===== src/rtl/mult_share_arbiter.sv =====
// Round-robin time-sharing of one combinational 32x32 multiplier between two requesters.
// Operands are held in registers for SETTLE_CYCLES cycles, making the multiplier a multicycle path.

module dadda_unsigned_multiplier_CLA_32 (
    input  logic [31:0] a,
    input  logic [31:0] b,
    output logic [63:0] product
);

    logic [63:0] pp;
    logic [63:0] maj;
    logic [63:0] sum_v;
    logic [63:0] carry_v;
    logic [63:0] half_sum;
    logic [63:0] gen_v;
    logic [63:0] prop_v;

    // Carry-save reduction: each partial product is folded in with a 3:2 compressor row,
    // so no carry ever ripples until the final adder.
    always_comb begin
        sum_v   = '0;
        carry_v = '0;
        maj     = '0;
        pp      = '0;
        for (int i = 0; i < 32; i++) begin
            pp      = b[i] ? ({32'b0, a} << i) : 64'b0;
            maj     = (sum_v & carry_v) | (sum_v & pp) | (carry_v & pp);
            sum_v   = sum_v ^ carry_v ^ pp;
            carry_v = maj << 1;
        end
    end

    // Final carry-lookahead add as a Kogge-Stone prefix tree; descending index order
    // keeps the lower-index operands at their previous-level values within each level.
    always_comb begin
        half_sum = sum_v ^ carry_v;
        gen_v    = sum_v & carry_v;
        prop_v   = half_sum;
        for (int d = 1; d < 64; d = d * 2) begin
            for (int i = 63; i >= d; i--) begin
                gen_v[i]  = gen_v[i] | (prop_v[i] & gen_v[i-d]);
                prop_v[i] = prop_v[i] & prop_v[i-d];
            end
        end
        product = half_sum ^ {gen_v[62:0], 1'b0};
    end

endmodule

module mult_share_arbiter #(
    parameter int SETTLE_CYCLES = 2
) (
    input  logic        clk,
    input  logic        rst,
    input  logic        req0_valid,
    output logic        req0_ready,
    input  logic [31:0] req0_a,
    input  logic [31:0] req0_b,
    input  logic        req1_valid,
    output logic        req1_ready,
    input  logic [31:0] req1_a,
    input  logic [31:0] req1_b,
    output logic        rsp0_valid,
    input  logic        rsp0_ready,
    output logic        rsp1_valid,
    input  logic        rsp1_ready,
    output logic [63:0] rsp_product,
    output logic        busy,
    output logic        owner
);

    typedef enum logic [1:0] {
        IDLE,
        CALC,
        RESP
    } state_t;

    // Legal SETTLE_CYCLES range is 1..15, so the countdown fits in four bits.
    localparam logic [3:0] CNT_INIT = 4'(SETTLE_CYCLES - 1);

    state_t      state;
    logic [31:0] a_q;
    logic [31:0] b_q;
    logic [3:0]  cnt;
    logic        last;
    logic        grant0;
    logic        grant1;
    logic        rsp_taken;
    logic [63:0] mult_product;

    dadda_unsigned_multiplier_CLA_32 u_mult (
        .a       (a_q),
        .b       (b_q),
        .product (mult_product)
    );

    // On a tie the requester that was not served last wins.
    always_comb begin
        grant0    = req0_valid && (!req1_valid || last);
        grant1    = req1_valid && (!req0_valid || !last);
        rsp_taken = owner ? rsp1_ready : rsp0_ready;
    end

    assign req0_ready = (state == IDLE) && !rst && grant0;
    assign req1_ready = (state == IDLE) && !rst && grant1;

    always_ff @(posedge clk or posedge rst) begin
        if (rst) begin
            state       <= IDLE;
            a_q         <= '0;
            b_q         <= '0;
            cnt         <= '0;
            last        <= 1'b1;
            owner       <= 1'b0;
            busy        <= 1'b0;
            rsp0_valid  <= 1'b0;
            rsp1_valid  <= 1'b0;
            rsp_product <= '0;
        end else begin
            case (state)
                IDLE: begin
                    if (grant0) begin
                        a_q   <= req0_a;
                        b_q   <= req0_b;
                        owner <= 1'b0;
                        cnt   <= CNT_INIT;
                        busy  <= 1'b1;
                        state <= CALC;
                    end else if (grant1) begin
                        a_q   <= req1_a;
                        b_q   <= req1_b;
                        owner <= 1'b1;
                        cnt   <= CNT_INIT;
                        busy  <= 1'b1;
                        state <= CALC;
                    end
                end
                CALC: begin
                    if (cnt == 4'd0) begin
                        rsp_product <= mult_product;
                        rsp0_valid  <= !owner;
                        rsp1_valid  <= owner;
                        state       <= RESP;
                    end else begin
                        cnt <= cnt - 4'd1;
                    end
                end
                RESP: begin
                    if (rsp_taken) begin
                        rsp0_valid <= 1'b0;
                        rsp1_valid <= 1'b0;
                        busy       <= 1'b0;
                        last       <= owner;
                        state      <= IDLE;
                    end
                end
                default: state <= IDLE;
            endcase
        end
    end

endmodule


===== config.mk =====
export PLATFORM = sky130hd
export DESIGN_NAME = mult_share_arbiter
export DESIGN_NICKNAME = d
export VERILOG_FILES = /design/src/rtl/mult_share_arbiter.sv
export SDC_FILE = /design/constraint.sdc
export NUM_CORES = 2
export LEC_CHECK = 0
export ABC_AREA = 1
export CAP_MARGIN = 15
export CORE_AREA = 8 8 236 351
export CTS_BUF_LIST = sky130_fd_sc_hd__clkbuf_4 sky130_fd_sc_hd__clkbuf_8
export DETAILED_ROUTE_END_ITERATION = 7
export DIE_AREA = 0 0 244 359
export GPL_TIMING_DRIVEN = 0
export HOLD_SLACK_MARGIN = 0.05
export PLACE_DENSITY_LB_ADDON = 0.05
export SLEW_MARGIN = 20
export SYNTH_ARGS = -nofsm -noshare
export SYNTH_HDL_FRONTEND = slang
export SYNTH_SLANG_ARGS = --single-unit

===== constraint.sdc =====
create_clock -name clk -period 24 [get_ports clk]
set_input_delay 4.8 -clock clk [delete_from_list [all_inputs] [get_ports clk]]
set_output_delay 4.8 -clock clk [all_outputs]
set_load 0.01 [all_outputs]

**Word level (Yosys, flattened, before mapping)**

Cells that the tools add are included.

- $add $sub $neg: 1
- Equal/unequal tests: 6
- Mux-type cells: 55
- Bitwise logic cells: 1098
- Reduce and logical (&&, ||, !) cells: 25

Operators with widths:

| kind | count |
|---|---|
| 63-bit bitwise AND | 91 |
| 63-bit OR | 60 |
| 64-bit XOR | 32 |
| 1-bit bitwise AND | 568 |
| 1-bit OR | 315 |
| 32-bit 2-to-1 mux | 5 |
| 64-bit by 34-bit XOR with 64-bit output | 1 |
| 64-bit by 35-bit XOR with 64-bit output | 1 |
| 64-bit by 36-bit XOR with 64-bit output | 1 |
| 64-bit by 37-bit XOR with 64-bit output | 1 |
| 64-bit by 38-bit XOR with 64-bit output | 1 |
| 64-bit by 39-bit XOR with 64-bit output | 1 |
| 64-bit by 40-bit XOR with 64-bit output | 1 |
| 64-bit by 41-bit XOR with 64-bit output | 1 |
| 64-bit by 42-bit XOR with 64-bit output | 1 |
| 64-bit by 43-bit XOR with 64-bit output | 1 |
| 64-bit by 44-bit XOR with 64-bit output | 1 |
| 64-bit by 45-bit XOR with 64-bit output | 1 |
| 64-bit by 46-bit XOR with 64-bit output | 1 |
| 64-bit by 47-bit XOR with 64-bit output | 1 |
| 64-bit by 48-bit XOR with 64-bit output | 1 |
| 64-bit by 49-bit XOR with 64-bit output | 1 |
| 64-bit by 50-bit XOR with 64-bit output | 1 |
| 64-bit by 51-bit XOR with 64-bit output | 1 |
| other kinds (64) | 96 |

- Flip-flop bits (word level): 139
- Logic and storage cells: 1195

**Depth between registers and ports, before layout**

- Depth in word-level cells: 105
- Mapped depth: 53
- Depth with buffers taken out: 51

**By module**

A second synthesis with hierarchy kept.

- Cells, all modules: 4333
- Area, all modules: 35753.0 sq um

By module, submodules not included:

| module | instances | cells each | area each (sq um) | sequential area each (sq um) |
|---|---|---|---|---|
| dadda_unsigned_multiplier_CLA_32 | 1 | 3431 | 28870.2 | 0.0 |
| mult_share_arbiter | 1 | 902 | 6882.9 | 3479.6 |

**Worst setup path after synthesis**

No wires, ideal clock.

- Kind: reg2reg
- From: register b_q[1]
- To: register rsp_product[56]
- Setup time: 0.117 ns
- Arrival: 16.375 ns
- Setup slack: 7.507 ns
- Stages on the path, launching flop included: 53
- Clock period less this slack: 16.493 ns
- Cell sequence: dfrtp_1 -> clkbuf_1 -> clkbuf_1 -> nand2_1 -> inv_1 -> ha_1 -> inv_1 -> fa_1 -> inv_1 -> fa_1 -> fa_1 -> fa_1 -> fa_1 -> fa_1 -> fa_1 -> fa_1 -> fa_1 -> fa_1 -> [17 not listed] -> fa_1 -> fa_1 -> inv_1 -> fa_1 -> inv_1 -> ha_1 -> inv_1 -> fa_1 -> inv_1 -> nand3_1 -> nand3_1 -> nand2_1 -> nand2_1 -> nand2_1 -> nand3_1 -> nand2_1 -> nand3_1 -> nand2_1

- Longest elaborated chain between the ends: 104
- Elaborated cells on any way between the ends: 376

RTL lines:

| item | line | text |
|---|---|---|
| start: declaration | 83 | `logic [31:0] b_q;` |
| start signal: assignment | 124 | `b_q <= req0_b;` |
| start signal: assignment | 131 | `b_q <= req1_b;` |
| 33-bit 2-to-1 mux (*) | 26 | `pp = b[i] ? ({32'b0, a} << i) : 64'b0;` |
| 32-bit by 33-bit XOR with 33-bit output / 32-bit by 33-bit bitwise AND with 33-bit output (equally long branches) | 28, 27 |  |
| 63-bit bitwise AND | 27 | `maj = (sum_v & carry_v) \| (sum_v & pp) \| (carry_v & pp);` |
| 63-bit OR (2 in series) | 27 |  |
| 63-bit bitwise AND | 27 |  |
| 63-bit OR (2 in series) | 27 |  |
| 63-bit bitwise AND | 27 |  |
| 63-bit OR (2 in series) | 27 |  |
| [84 not listed] | - |  |
| 1-bit bitwise AND | 41 | `gen_v[i] = gen_v[i] \| (prop_v[i] & gen_v[i-d]);` |
| 1-bit OR | 41 |  |
| 1-bit bitwise AND | 41 |  |
| 1-bit OR | 41 |  |
| 1-bit bitwise AND / 1-bit OR (equally long branches) | 41 |  |
| 1-bit OR / 1-bit bitwise AND (equally long branches) | 41 |  |
| 1-bit OR (2 in series) | 41 |  |
| 64-bit XOR (*) | 45 | `product = half_sum ^ {gen_v[62:0], 1'b0};` |
| end signal: assignment | 140 | `rsp_product <= mult_product;` |
| end: declaration | 67 | `output logic [63:0] rsp_product,` |

Every way passes the cells marked *; elsewhere a longest branch is shown, timed or not.
A chain may end at the register's enable or synchronous reset.

**Worst setup path after layout**

- From: register b_q[0]
- To: register rsp_product[56]

- Longest elaborated chain between the ends: 104
- Elaborated cells on any way between the ends: 376

RTL lines:

| item | line |
|---|---|
| 32-bit 2-to-1 mux (*) | 26 |
| 32-bit by 33-bit XOR with 33-bit output / 32-bit by 33-bit bitwise AND with 33-bit output (equally long branches) | 28, 27 |
| 63-bit bitwise AND | 27 |
| 63-bit OR (2 in series) | 27 |
| 63-bit bitwise AND | 27 |
| 63-bit OR (2 in series) | 27 |
| 63-bit bitwise AND | 27 |
| 63-bit OR (2 in series) | 27 |
| [84 not listed] | - |
| 1-bit bitwise AND | 41 |
| 1-bit OR | 41 |
| 1-bit bitwise AND | 41 |
| 1-bit OR | 41 |
| 1-bit bitwise AND / 1-bit OR (equally long branches) | 41 |
| 1-bit OR / 1-bit bitwise AND (equally long branches) | 41 |
| 1-bit OR (2 in series) | 41 |
| 64-bit XOR (*) | 45 |

Marked as above.

==> flow_results.xml <==
<?xml version="1.0" encoding="UTF-8"?>
<metrics>
  <group name="run_status">
    <metric name="run_status" unit="">complete, no violations</metric>
  </group>
  <group name="setup_path">
    <metric name="setup.worst_path.class" unit="">reg2reg</metric>
    <metric name="critical_path_required" unit="ns">24.47</metric>
    <metric name="worst_setup_path_end_kind" unit="">flip-flop</metric>
    <metric name="worstSetupStartpointType" unit="">flip-flop</metric>
    <metric name="critical_path.slowest_cell" unit="">sky130_fd_sc_hd__clkbuf_1</metric>
    <metric name="max_stage_delay" unit="ns">0.68</metric>
    <metric name="worstPathArrival" unit="ns">18.84</metric>
    <metric name="worst_path_most_repeated_cell" unit="">sky130_fd_sc_hd__fa_1</metric>
    <metric name="crit_path_max_fanout" unit="">10</metric>
    <metric name="r2r_setup_slack" unit="ns">5.63</metric>
  </group>
  <group name="timing">
    <metric name="final-hold-violation-count" unit="">0</metric>
    <metric name="finalSetupViolations" unit="">0</metric>
    <metric name="worst_hold_slack" unit="ns">0.4757</metric>
    <metric name="period_share" unit="%">76.54</metric>
    <metric name="finalClockSkew" unit="ns">0.04369</metric>
    <metric name="report.final.slew_viol_count" unit="">0</metric>
    <metric name="slew_at_the_pin_with_the_worst_max_slew_slack" unit="ns">1.087</metric>
    <metric name="fmax" unit="MHz">54.44</metric>
    <metric name="fin_tns_setup" unit="ns">0</metric>
    <metric name="unrepaired_setup_endpoints_after_global_routing" unit="">no</metric>
    <metric name="max_slew_margin" unit="%">27.53</metric>
    <metric name="period_minus_slack" unit="ns">18.37</metric>
  </group>
  <group name="placed_design">
    <metric name="place.gp.congestion" unit="">0.8712</metric>
    <metric name="dp_hpwl" unit="mm">99.31</metric>
    <metric name="place.detailed.instances" unit="">5319</metric>
    <metric name="place.port_buffers" unit="">203</metric>
  </group>
  <group name="cts">
    <metric name="tritoncts_clock_tree" unit="">built</metric>
    <metric name="cts.repair.resized" unit="">0</metric>
    <metric name="clk_transition_reported_paths" unit="ns">0.11</metric>
    <metric name="tritoncts.num_buffers" unit="">17</metric>
    <metric name="clk_root_buffer_cell" unit="">sky130_fd_sc_hd__clkbuf_8</metric>
    <metric name="clock_latency" unit="ns">0.61</metric>
    <metric name="clock_tree.buffer_depth" unit="">2</metric>
    <metric name="post_cts.repair.setup_buffers" unit="">0</metric>
    <metric name="clock_sinks" unit="">139</metric>
    <metric name="cts_hold_buf" unit="">0</metric>
    <metric name="number_of_levels_in_the_clock_h_tree" unit="">4</metric>
  </group>
  <group name="yosys">
    <metric name="yosys.area.top_type_share" unit="%">53.82</metric>
    <metric name="number_of_enable_type_register_cells_in_the_synthesized_netlist" unit="">0</metric>
    <metric name="async_reset_ff_share" unit="%">100.0</metric>
    <metric name="yosysMostFrequentCell" unit="">sky130_fd_sc_hd__nand2_1</metric>
    <metric name="synth_nets" unit="">5219</metric>
    <metric name="post_synth_inst_count" unit="">4091</metric>
    <metric name="yosysTopAreaCell" unit="">sky130_fd_sc_hd__fa_1</metric>
    <metric name="synth.lib_cells_used.distinct" unit="">35</metric>
    <metric name="syn-mean-instance-area" unit="sq um">8.464</metric>
    <metric name="postSynthRegisterBits" unit="">139</metric>
    <metric name="ys_top_cells_by_count" unit="">1442 x sky130_fd_sc_hd__nand2_1, 931 x sky130_fd_sc_hd__fa_1, 857 x sky130_fd_sc_hd__inv_1, 268 x sky130_fd_sc_hd__clkbuf_1, 138 x sky130_fd_sc_hd__dfrtp_1</metric>
    <metric name="synth-seq-area-share" unit="%">10.05</metric>
    <metric name="ys_flop_type" unit="">sky130_fd_sc_hd__dfrtp_1</metric>
    <metric name="synth_top_cells_by_area" unit="">sky130_fd_sc_hd__fa_1 54%, sky130_fd_sc_hd__nand2_1 16%, sky130_fd_sc_hd__dfrtp_1 10%</metric>
    <metric name="post_synth_instance_area" unit="sq um">34630</metric>
    <metric name="synth.yosys.warnings" unit="">0</metric>
  </group>
  <group name="route">
    <metric name="avgRoutedWirePerCell" unit="microns">20.62</metric>
    <metric name="via_count" unit="">26000</metric>
    <metric name="first_pass_iters" unit="">5</metric>
    <metric name="antenna_left" unit="">0</metric>
    <metric name="initialDrtViolationCount" unit="">1151</metric>
    <metric name="vias_per_cell" unit="">4.856</metric>
    <metric name="post-route-drc-count" unit="">0</metric>
    <metric name="wirelength" unit="mm">110.4</metric>
  </group>
  <group name="global_routing">
    <metric name="grt_start_max_net_pins" unit="">93</metric>
    <metric name="gr-usage-all-layers" unit="%">25.64</metric>
    <metric name="overflow" unit="">0</metric>
    <metric name="grt_first_pass_wirelength" unit="mm">167.2</metric>
    <metric name="first_global_vias" unit="">29250</metric>
    <metric name="grt_antenna_before_repair" unit="">4</metric>
  </group>
  <group name="floorplan">
    <metric name="dieWidth" unit="microns">244</metric>
    <metric name="fp.dieArea" unit="sq um">87600</metric>
    <metric name="start_util" unit="%">44.37</metric>
    <metric name="placement_rows" unit="">126</metric>
    <metric name="chipHeight" unit="microns">359</metric>
    <metric name="top_ports" unit="">204</metric>
    <metric name="core_ar" unit="sq um">78040</metric>
  </group>
  <group name="final_layout">
    <metric name="post_layout_cell_count" unit="">5353</metric>
    <metric name="synthToLayoutAreaGrowth" unit="%">10.80</metric>
    <metric name="ratio_of_cells_with_drive_above_1_in_the_final_layout" unit="%">2.196</metric>
    <metric name="finalNetCount" unit="">5442</metric>
  </group>
  <group name="hold_path">
    <metric name="holdCritPathClass" unit="">reg2reg</metric>
  </group>
  <group name="flow_run">
    <metric name="maxCapViolCount" unit="">0</metric>
  </group>
</metrics>
[logic make-up (layout without fill, tap and decap cells)]
group / count (synthesis) / in the layout / synth area share, %
AO/OA/AOI/OAI: 150 / 150 / 2.504
XOR/XNOR: 14 / 14 / 0.3541
adder cells (fa/ha/maj): 994 / 994 / 56.10
buffers and inverters: 1159 / 1395 / 12.72
flip-flops: 139 / 139 / 10.05
other: 0 / 2 / 0
AND/OR/NAND/NOR: 1635 / 1635 / 18.27
[state kept, by name, indices dropped and copies added (netlist names)]
name / flops
rsp_product: 64
a_q: 32
b_q: 32
cnt: 4
state: 2
busy: 1
last: 1
owner: 1
rsp0_valid: 1
rsp1_valid: 1
[cell type report]
cell class / instances / area [sq um]
Buffer: 297 / 1170
Timing Repair Buffer: 204 / 2059
Clock buffer: 17 / 234.0
Antenna cell: 2 / 5.005
Sequential cell: 139 / 3480
Inverter: 862 / 3243
Clock inverter: 15 / 151.4
Multi-Input combinational cell: 2793 / 26740
Fill cell: 7986 / 39670
Tap cell: 1024 / 1281
[placed cells by master (no fill, tap or decap), types with 2 or more instances in the layout]
| master | count |
|---|---|
| sky130_fd_sc_hd__nand3_1 | 44 |
| sky130_fd_sc_hd__fa_1 | 931 |
| sky130_fd_sc_hd__inv_2 | 5 |
| sky130_fd_sc_hd__a21oi_1 | 24 |
| sky130_fd_sc_hd__clkbuf_8 | 17 |
| sky130_fd_sc_hd__nand2_2 | 9 |
| sky130_fd_sc_hd__nor3_1 | 4 |
| sky130_fd_sc_hd__clkinv_4 | 4 |
| sky130_fd_sc_hd__clkinvlp_4 | 2 |
| sky130_fd_sc_hd__buf_1 | 2 |
| sky130_fd_sc_hd__nand2_1 | 1442 |
| sky130_fd_sc_hd__o21bai_1 | 2 |
| sky130_fd_sc_hd__clkbuf_1 | 268 |
| sky130_fd_sc_hd__clkdlybuf4s50_1 | 203 |
| sky130_fd_sc_hd__diode_2 | 2 |
| sky130_fd_sc_hd__nor2_1 | 113 |
| sky130_fd_sc_hd__dfrtp_1 | 138 |
| sky130_fd_sc_hd__nor2_4 | 3 |
| sky130_fd_sc_hd__o21ai_0 | 4 |
| sky130_fd_sc_hd__a31oi_1 | 65 |
| sky130_fd_sc_hd__inv_6 | 4 |
| sky130_fd_sc_hd__xor2_1 | 3 |
| sky130_fd_sc_hd__clkinv_8 | 2 |
| sky130_fd_sc_hd__xnor2_1 | 11 |
| sky130_fd_sc_hd__o21ai_2 | 2 |
| sky130_fd_sc_hd__nand3b_1 | 3 |
| sky130_fd_sc_hd__buf_2 | 20 |
| sky130_fd_sc_hd__o21ai_1 | 47 |
| sky130_fd_sc_hd__nand4_1 | 5 |
| sky130_fd_sc_hd__nor2_2 | 4 |
| sky130_fd_sc_hd__inv_8 | 4 |
| sky130_fd_sc_hd__nand3_2 | 8 |
| sky130_fd_sc_hd__inv_1 | 856 |
| sky130_fd_sc_hd__ha_1 | 63 |
| sky130_fd_sc_hd__buf_4 | 6 |
[stage by stage]
stage / cell area [sq um] / setup WS, ns / utilization (%)
floorplan: 34630 / 7.507 / -
global placement: 37940 / 5.840 / 48.62
detailed placement: 37980 / 5.744 / 48.66
CTS: 38360 / 5.725 / 49.16
global route: 38360 / 5.113 / 49.16
finish: 38370 / 5.630 / 49.16
[worst max-delay path: cells and delay by family, from the launching register on]
family	cells	cell delay, ns
adder cells (fa/ha/maj)	33	15.12
buffers and inverters	9	1.74
AND/OR/NAND/NOR	10	1.02
flip-flops	1	0.33
[metal layers]
metal | vias to the layer above | share of wire (%) | global-route usage, %
met5 | - | 0 | 0
met4 | 0 | 3.6 | 9.093
met3 | 109 | 3.2 | 2.965
met2 | 423 | 56 | 50.05
met1 | 13470 | 37 | 27.91
li1 | 11990 | - | -
[worst paths after layout]
path | start | to | cells after the start
worst max register to register | b_q[0] | rsp_product[56] | 52
worst min-delay path | cnt[0] | cnt[0] | 1
worst min register to register | cnt[0] | cnt[0] | 1
min in group asynchronous | rst | rsp_product[21] | 2
max in group asynchronous | rst | a_q[30] | 3
worst max-delay path | b_q[0] | rsp_product[56] | 52
Power is not shown: default switching activity piles up to over one toggle a cycle in this logic, so the estimate is an artifact.
